### src/rtl/tetris_pkg.sv
// Shared piece encoding and preview image geometry for the Tetris display path.
package tetris_pkg;

  localparam int unsigned PIECE_W = 3;

  localparam logic [PIECE_W-1:0] PIECE_I = 3'd0;
  localparam logic [PIECE_W-1:0] PIECE_O = 3'd1;
  localparam logic [PIECE_W-1:0] PIECE_T = 3'd2;
  localparam logic [PIECE_W-1:0] PIECE_S = 3'd3;
  localparam logic [PIECE_W-1:0] PIECE_Z = 3'd4;
  localparam logic [PIECE_W-1:0] PIECE_J = 3'd5;
  localparam logic [PIECE_W-1:0] PIECE_L = 3'd6;

  localparam int unsigned PREVIEW_W  = 100;
  localparam int unsigned PREVIEW_H  = 78;
  localparam int unsigned IMG_PIXELS = PREVIEW_W * PREVIEW_H;

  // Index of the lowest set bit of a bag mask; the mask is never empty in use.
  function automatic logic [PIECE_W-1:0] lowest_set(input logic [6:0] mask);
    logic [PIECE_W-1:0] idx;
    idx = PIECE_I;
    for (int i = 6; i >= 0; i--) begin
      if (mask[i]) idx = PIECE_W'(i);
    end
    return idx;
  endfunction

endpackage

### src/rtl/lfsr16.sv
// 16-bit Galois LFSR (poly 16'hB400), free-running, reloads the seed on reset.
module lfsr16 #(
  parameter logic [15:0] SEED = 16'hACE1
) (
  input  logic        clk,
  input  logic        rst,
  output logic [15:0] q
);

  localparam logic [15:0] POLY = 16'hB400;

  always_ff @(posedge clk) begin
    if (rst) begin
      q <= SEED;
    end else if (q[0]) begin
      q <= (q >> 1) ^ POLY;
    end else begin
      q <= q >> 1;
    end
  end

endmodule

### src/rtl/next_piece_ctrl.sv
// Next-piece sequencer: 7-bag draw from an LFSR, req/valid hand-off to game logic,
// and a preview ROM base that only moves on frame_start so the preview never tears.
module next_piece_ctrl
  import tetris_pkg::*;
#(
  parameter logic [15:0] LFSR_SEED  = 16'hACE1,
  parameter int unsigned IMG_PIXELS = tetris_pkg::PREVIEW_W * tetris_pkg::PREVIEW_H,
  parameter int unsigned ROM_ADDR_W = 16
) (
  input  logic                  clk,
  input  logic                  rst,
  input  logic                  frame_start,
  input  logic                  piece_req,
  output logic                  ready,
  output logic                  piece_valid,
  output logic [PIECE_W-1:0]    piece_id,
  output logic [PIECE_W-1:0]    next_id,
  output logic [ROM_ADDR_W-1:0] preview_base
);

  localparam logic [0:0] S_DRAW = 1'b0;
  localparam logic [0:0] S_IDLE = 1'b1;

  logic [15:0]           lfsr;
  logic                  unused_lfsr_hi;

  logic [0:0]            state_q, state_d;
  logic [6:0]            bag_mask_q, bag_mask_d;
  logic [2:0]            try_cnt_q, try_cnt_d;
  logic [PIECE_W-1:0]    next_id_q, next_id_d;
  logic [PIECE_W-1:0]    piece_id_q, piece_id_d;
  logic                  piece_valid_q, piece_valid_d;
  logic [ROM_ADDR_W-1:0] preview_q, preview_d;

  logic [PIECE_W-1:0]    cand;
  logic [7:0]            mask_ext;
  logic                  hit;
  logic                  commit;
  logic [PIECE_W-1:0]    commit_id;
  logic [6:0]            cleared;

  lfsr16 #(
    .SEED (LFSR_SEED)
  ) u_lfsr (
    .clk (clk),
    .rst (rst),
    .q   (lfsr)
  );

  // Only the low bits pick a candidate; the rest just keep the sequence long.
  assign unused_lfsr_hi = ^lfsr[15:3];

  assign cand     = lfsr[2:0];
  // Bit 7 is tied low so candidate 7 is always a miss.
  assign mask_ext = {1'b0, bag_mask_q};
  assign hit      = mask_ext[cand];

  always_comb begin
    state_d       = state_q;
    bag_mask_d    = bag_mask_q;
    try_cnt_d     = try_cnt_q;
    next_id_d     = next_id_q;
    piece_id_d    = piece_id_q;
    piece_valid_d = 1'b0;
    commit        = 1'b0;
    commit_id     = cand;
    cleared       = bag_mask_q;

    case (state_q)
      S_DRAW: begin
        if (hit) begin
          commit = 1'b1;
        end else if (try_cnt_q == 3'd7) begin
          // Eighth straight miss: fall back to the lowest remaining piece.
          commit    = 1'b1;
          commit_id = lowest_set(bag_mask_q);
        end else begin
          try_cnt_d = try_cnt_q + 3'd1;
        end
      end
      S_IDLE: begin
        if (piece_req) begin
          piece_valid_d = 1'b1;
          piece_id_d    = next_id_q;
          state_d       = S_DRAW;
        end
      end
      default: state_d = S_DRAW;
    endcase

    if (commit) begin
      next_id_d  = commit_id;
      try_cnt_d  = '0;
      state_d    = S_IDLE;
      cleared    = bag_mask_q & ~(7'b1 << commit_id);
      bag_mask_d = (cleared == '0) ? 7'h7F : cleared;
    end
  end

  // Uses the registered next_id, so a same-cycle draw shows on the next frame.
  assign preview_d = frame_start ? ROM_ADDR_W'(32'(next_id_q) * IMG_PIXELS) : preview_q;

  always_ff @(posedge clk) begin
    if (rst) begin
      state_q       <= S_DRAW;
      bag_mask_q    <= 7'h7F;
      try_cnt_q     <= '0;
      next_id_q     <= '0;
      piece_id_q    <= '0;
      piece_valid_q <= 1'b0;
      preview_q     <= '0;
    end else begin
      state_q       <= state_d;
      bag_mask_q    <= bag_mask_d;
      try_cnt_q     <= try_cnt_d;
      next_id_q     <= next_id_d;
      piece_id_q    <= piece_id_d;
      piece_valid_q <= piece_valid_d;
      preview_q     <= preview_d;
    end
  end

  assign ready        = (state_q == S_IDLE);
  assign piece_valid  = piece_valid_q;
  assign piece_id     = piece_id_q;
  assign next_id      = next_id_q;
  assign preview_base = preview_q;

endmodule

### config.mk
export PLATFORM = sky130hd
export DESIGN_NAME = next_piece_ctrl
export DESIGN_NICKNAME = d
export VERILOG_FILES = /design/src/rtl/tetris_pkg.sv /design/src/rtl/lfsr16.sv /design/src/rtl/next_piece_ctrl.sv
export SDC_FILE = /design/constraint.sdc
export NUM_CORES = 1
export LEC_CHECK = 0
export ABC_AREA = 1
export BUFFER_PORTS_ARGS = -buffer_cell sky130_fd_sc_hd__buf_2
export CAP_MARGIN = 30
export CELL_PAD_IN_SITES_DETAIL_PLACEMENT = 1
export CELL_PAD_IN_SITES_GLOBAL_PLACEMENT = 2
export CORE_ASPECT_RATIO = 1.25
export CORE_UTILIZATION = 30
export DETAILED_ROUTE_END_ITERATION = 6
export GPL_TIMING_DRIVEN = 0
export PLACE_DENSITY = 0.77
export SLEW_MARGIN = 10
export SYNTH_ARGS = -nofsm -noshare
export SYNTH_HDL_FRONTEND = slang
export SYNTH_SLANG_ARGS = --single-unit
### constraint.sdc
create_clock -name clk -period 2.5 [get_ports clk]
set_input_delay 0.25 -clock clk [delete_from_list [all_inputs] [get_ports clk]]
set_output_delay 0.25 -clock clk [all_outputs]
set_load 0.005 [all_outputs]
==> flow_summary.ini <==
[sta]
slew_viol_final = 0
hold_violations = 0
finalSetupViolations = 2
finClkSkew_ns = 0.00597
slew_headroom = 0.593
fmax_ghz = 0.393
fin_crit_ns = 2.54
tightest_slew_ns = 0.603
rsz0062_at_grt = true
fin_ws_ns = -0.0434
timing.hold.ws_ns = 0.199
period_share = 1.02

[yosys]
synth.most_common_cell = nand2_1
synth_seq_cells = 47
ys_types = 32
ys_seq_area_frac = 0.410
netlist_area_um2 = 2290
synthFlopType = dfxtp_1
postSynthAreaPerCell_um2 = 7.62
synth_edf_count = 0
async_reset_ff_frac = 0
synth_area_leaders = dfxtp_1 41%, nand2_1 8.8%, nor2_1 6.2%
synth_top_area_share = 0.410
synthTopCellsByCount = 54 x nand2_1, 47 x dfxtp_1, 38 x nor2_1, 36 x inv_1, 21 x nand3_1
synthCells = 301
ys.warnings.count = 0
yosysTopAreaCell = dfxtp_1

[worst_setup_path]
start_kind = register
cp_max_fo = 3
critPathRequiredTime_ns = 2.74
critPathKind = reg -> reg
cp.arrival_ns = 2.78
worstSetupEndpointType = register
reg2regPathDepth = 10

[clock_tree]
clk_path_buf_depth = 2
htree_num_levels = 2
clock-sinks = 47
clockRootBuffer = clkbuf_8
tritoncts = built
cts-buffers-inserted = 5
path_clk_slew_ns = 0.09
insertion_delay_ns = 0.30

[placement]
routabilityCongestion = 0.760
pre_cts_ws_ns = -0.408
dp.cells = 417
place_hpwl_um = 4440
io_buffers = 22

[layout]
stdcell_count = 438
n_antenna_cell = 0
area_growth_pct = 22.5
fillers = 919
final_util = 0.379
regArea_um2 = 952
finalNetCount = 361
multi_input_area_um2 = 1230
drive_above_1_share = 0.266

[floorplanning]
die_w_um = 80.2
num_io_pins = 28
die_h_um = 99.7
start_util = 0.310
core-area_um2 = 7400
row_count = 35
die_area_um2 = 8000

[pwr]
ir_drop_mv = 0.274
cellPowerDensity_nw_per_um2 = 564
p_leak_uw = 0.00135
power_uw = 1580

[detailed_routing]
wl_per_cell_um = 13.5
antenna_left = 0
drtIter0Drc = 71
vias = 2030
vias_per_cell = 4.63
drt_wl_total_um = 5910
drt_drc_violations_left = 0
first_pass_iters = 4

[global_routing]
grt_first_pass_wirelength_um = 9830
gr-usage-all-layers = 0.160
grt_max_degree = 17
grt_antenna_before_repair = 0
gr-total-overflow = 0
grt_pass1_vias = 2005

[flow_run]
drv_cap = 0

[worst_hold_path]
hold_class = in -> reg
hold_depth = 3

[status]
status = finished, violations left
violations = negative setup slack
[cell families after synthesis]
logic type / after synthesis / share of synthesized area
AO/OA/AOI/OAI: 49 / 0.133
XOR/XNOR: 6 / 0.0229
buffers and inverters: 50 / 0.0868
flip-flops: 47 / 0.410
other: 1 / 0.00164
AND/OR/NAND/NOR: 136 / 0.270
adder cells (fa/ha/maj): 12 / 0.0753
[critical path, stage by stage, from the launching register on]
cell and delay [ns]:
dfxtp_4 0.37, fa_2 0.63, ha_4 0.16, inv_4 0.04, fa_2 0.39, o31ai_4 0.32, nand2_2 0.11, nor2_2 0.11
a22o_1 0.15, o31ai_2 0.08, a21oi_1 0.12
[final timing paths]
check,startpoint,endpoint,slack (ns)
worst max register to register,next_id[2]$_SDFFE_PP0P_,preview_base[13]$_SDFFE_PP0P_,-0.04
worst min register to register,u_lfsr.q[5]$_SDFF_PP1_,u_lfsr.q[4]$_SDFF_PP0_,0.41
worst max-delay path,next_id[2]$_SDFFE_PP0P_,preview_base[13]$_SDFFE_PP0P_,-0.04
worst min-delay path,piece_req,piece_valid$_SDFF_PP0_,0.20
[repair_timing]
item / in CTS / in global routing
pin swaps: 3 / 6
gates resized for setup: 9 / 17
hold buffers: 0 / 0
endpoints found under the setup margin: 6 / 5
buffers inserted: 4 / 10
cloned: 0 / 0
endpoints found under the hold margin: 0 / 0
[layout make-up]
class / instances / area share
multi-input combinational: 206 / 0.439
sequential: 47 / 0.339
timing repair buffer: 35 / 0.0766
inverter: 40 / 0.0544
tap: 92 / 0.0410
clock buffer: 5 / 0.0245
buffer: 10 / 0.0174
clock inverter: 3 / 0.00802
[per-layer routing]
metal	GRT usage	routed length, um	vias to the layer above
li1	-	-	1043
met1	0.171	2370	963
met2	0.312	3380	18
met3	0.0257	85	6
met4	0.0495	70	0
met5	0	0	-
[power by group]
group / leakage [uW] / internal, uW / switching [uW]
combinational: 0.000914 / 112 / 166
sequential: 0.000390 / 798 / 35.2
clock: 0.0000485 / 201 / 272
[sequential cells by signal, indices dropped and copies added, names as in the netlist]
name          flops
u_lfsr.q         16
piece_valid       1
next_id           3
try_cnt_q         3
piece_id          3
preview_base     13
bag_mask_q        7
ready             1
[cell usage in the layout (no fill, tap or decap), types with 2 or more instances in the layout]
master,n
nor2_1,37
conb_1,3
nor3_2,2
a21oi_2,7
buf_4,14
nand2_2,6
xor2_1,4
o22ai_1,4
ha_4,2
nand2_4,3
xnor2_1,2
a21oi_1,15
nand2_1,52
dfxtp_4,3
fa_2,2
nand3_1,21
inv_1,34
buf_6,2
ha_1,7
clkbuf_8,5
o21ai_0,12
clkbuf_1,7
inv_2,4
dfxtp_1,44
or2_2,5
buf_2,22
nand3_2,4
o21ai_1,2
nor2_2,4
nor3_1,2
[through the flow]
step / setup TNS (ns) / instance area, um^2
after floorplan: 0 / 2300
after global placement: -1.09 / 2530
after detailed placement: -1.13 / 2530
after CTS: 0 / 2680
after global routing: -0.239 / 2810
final: -0.0555 / 2810
(Power assumes the default switching activity.)
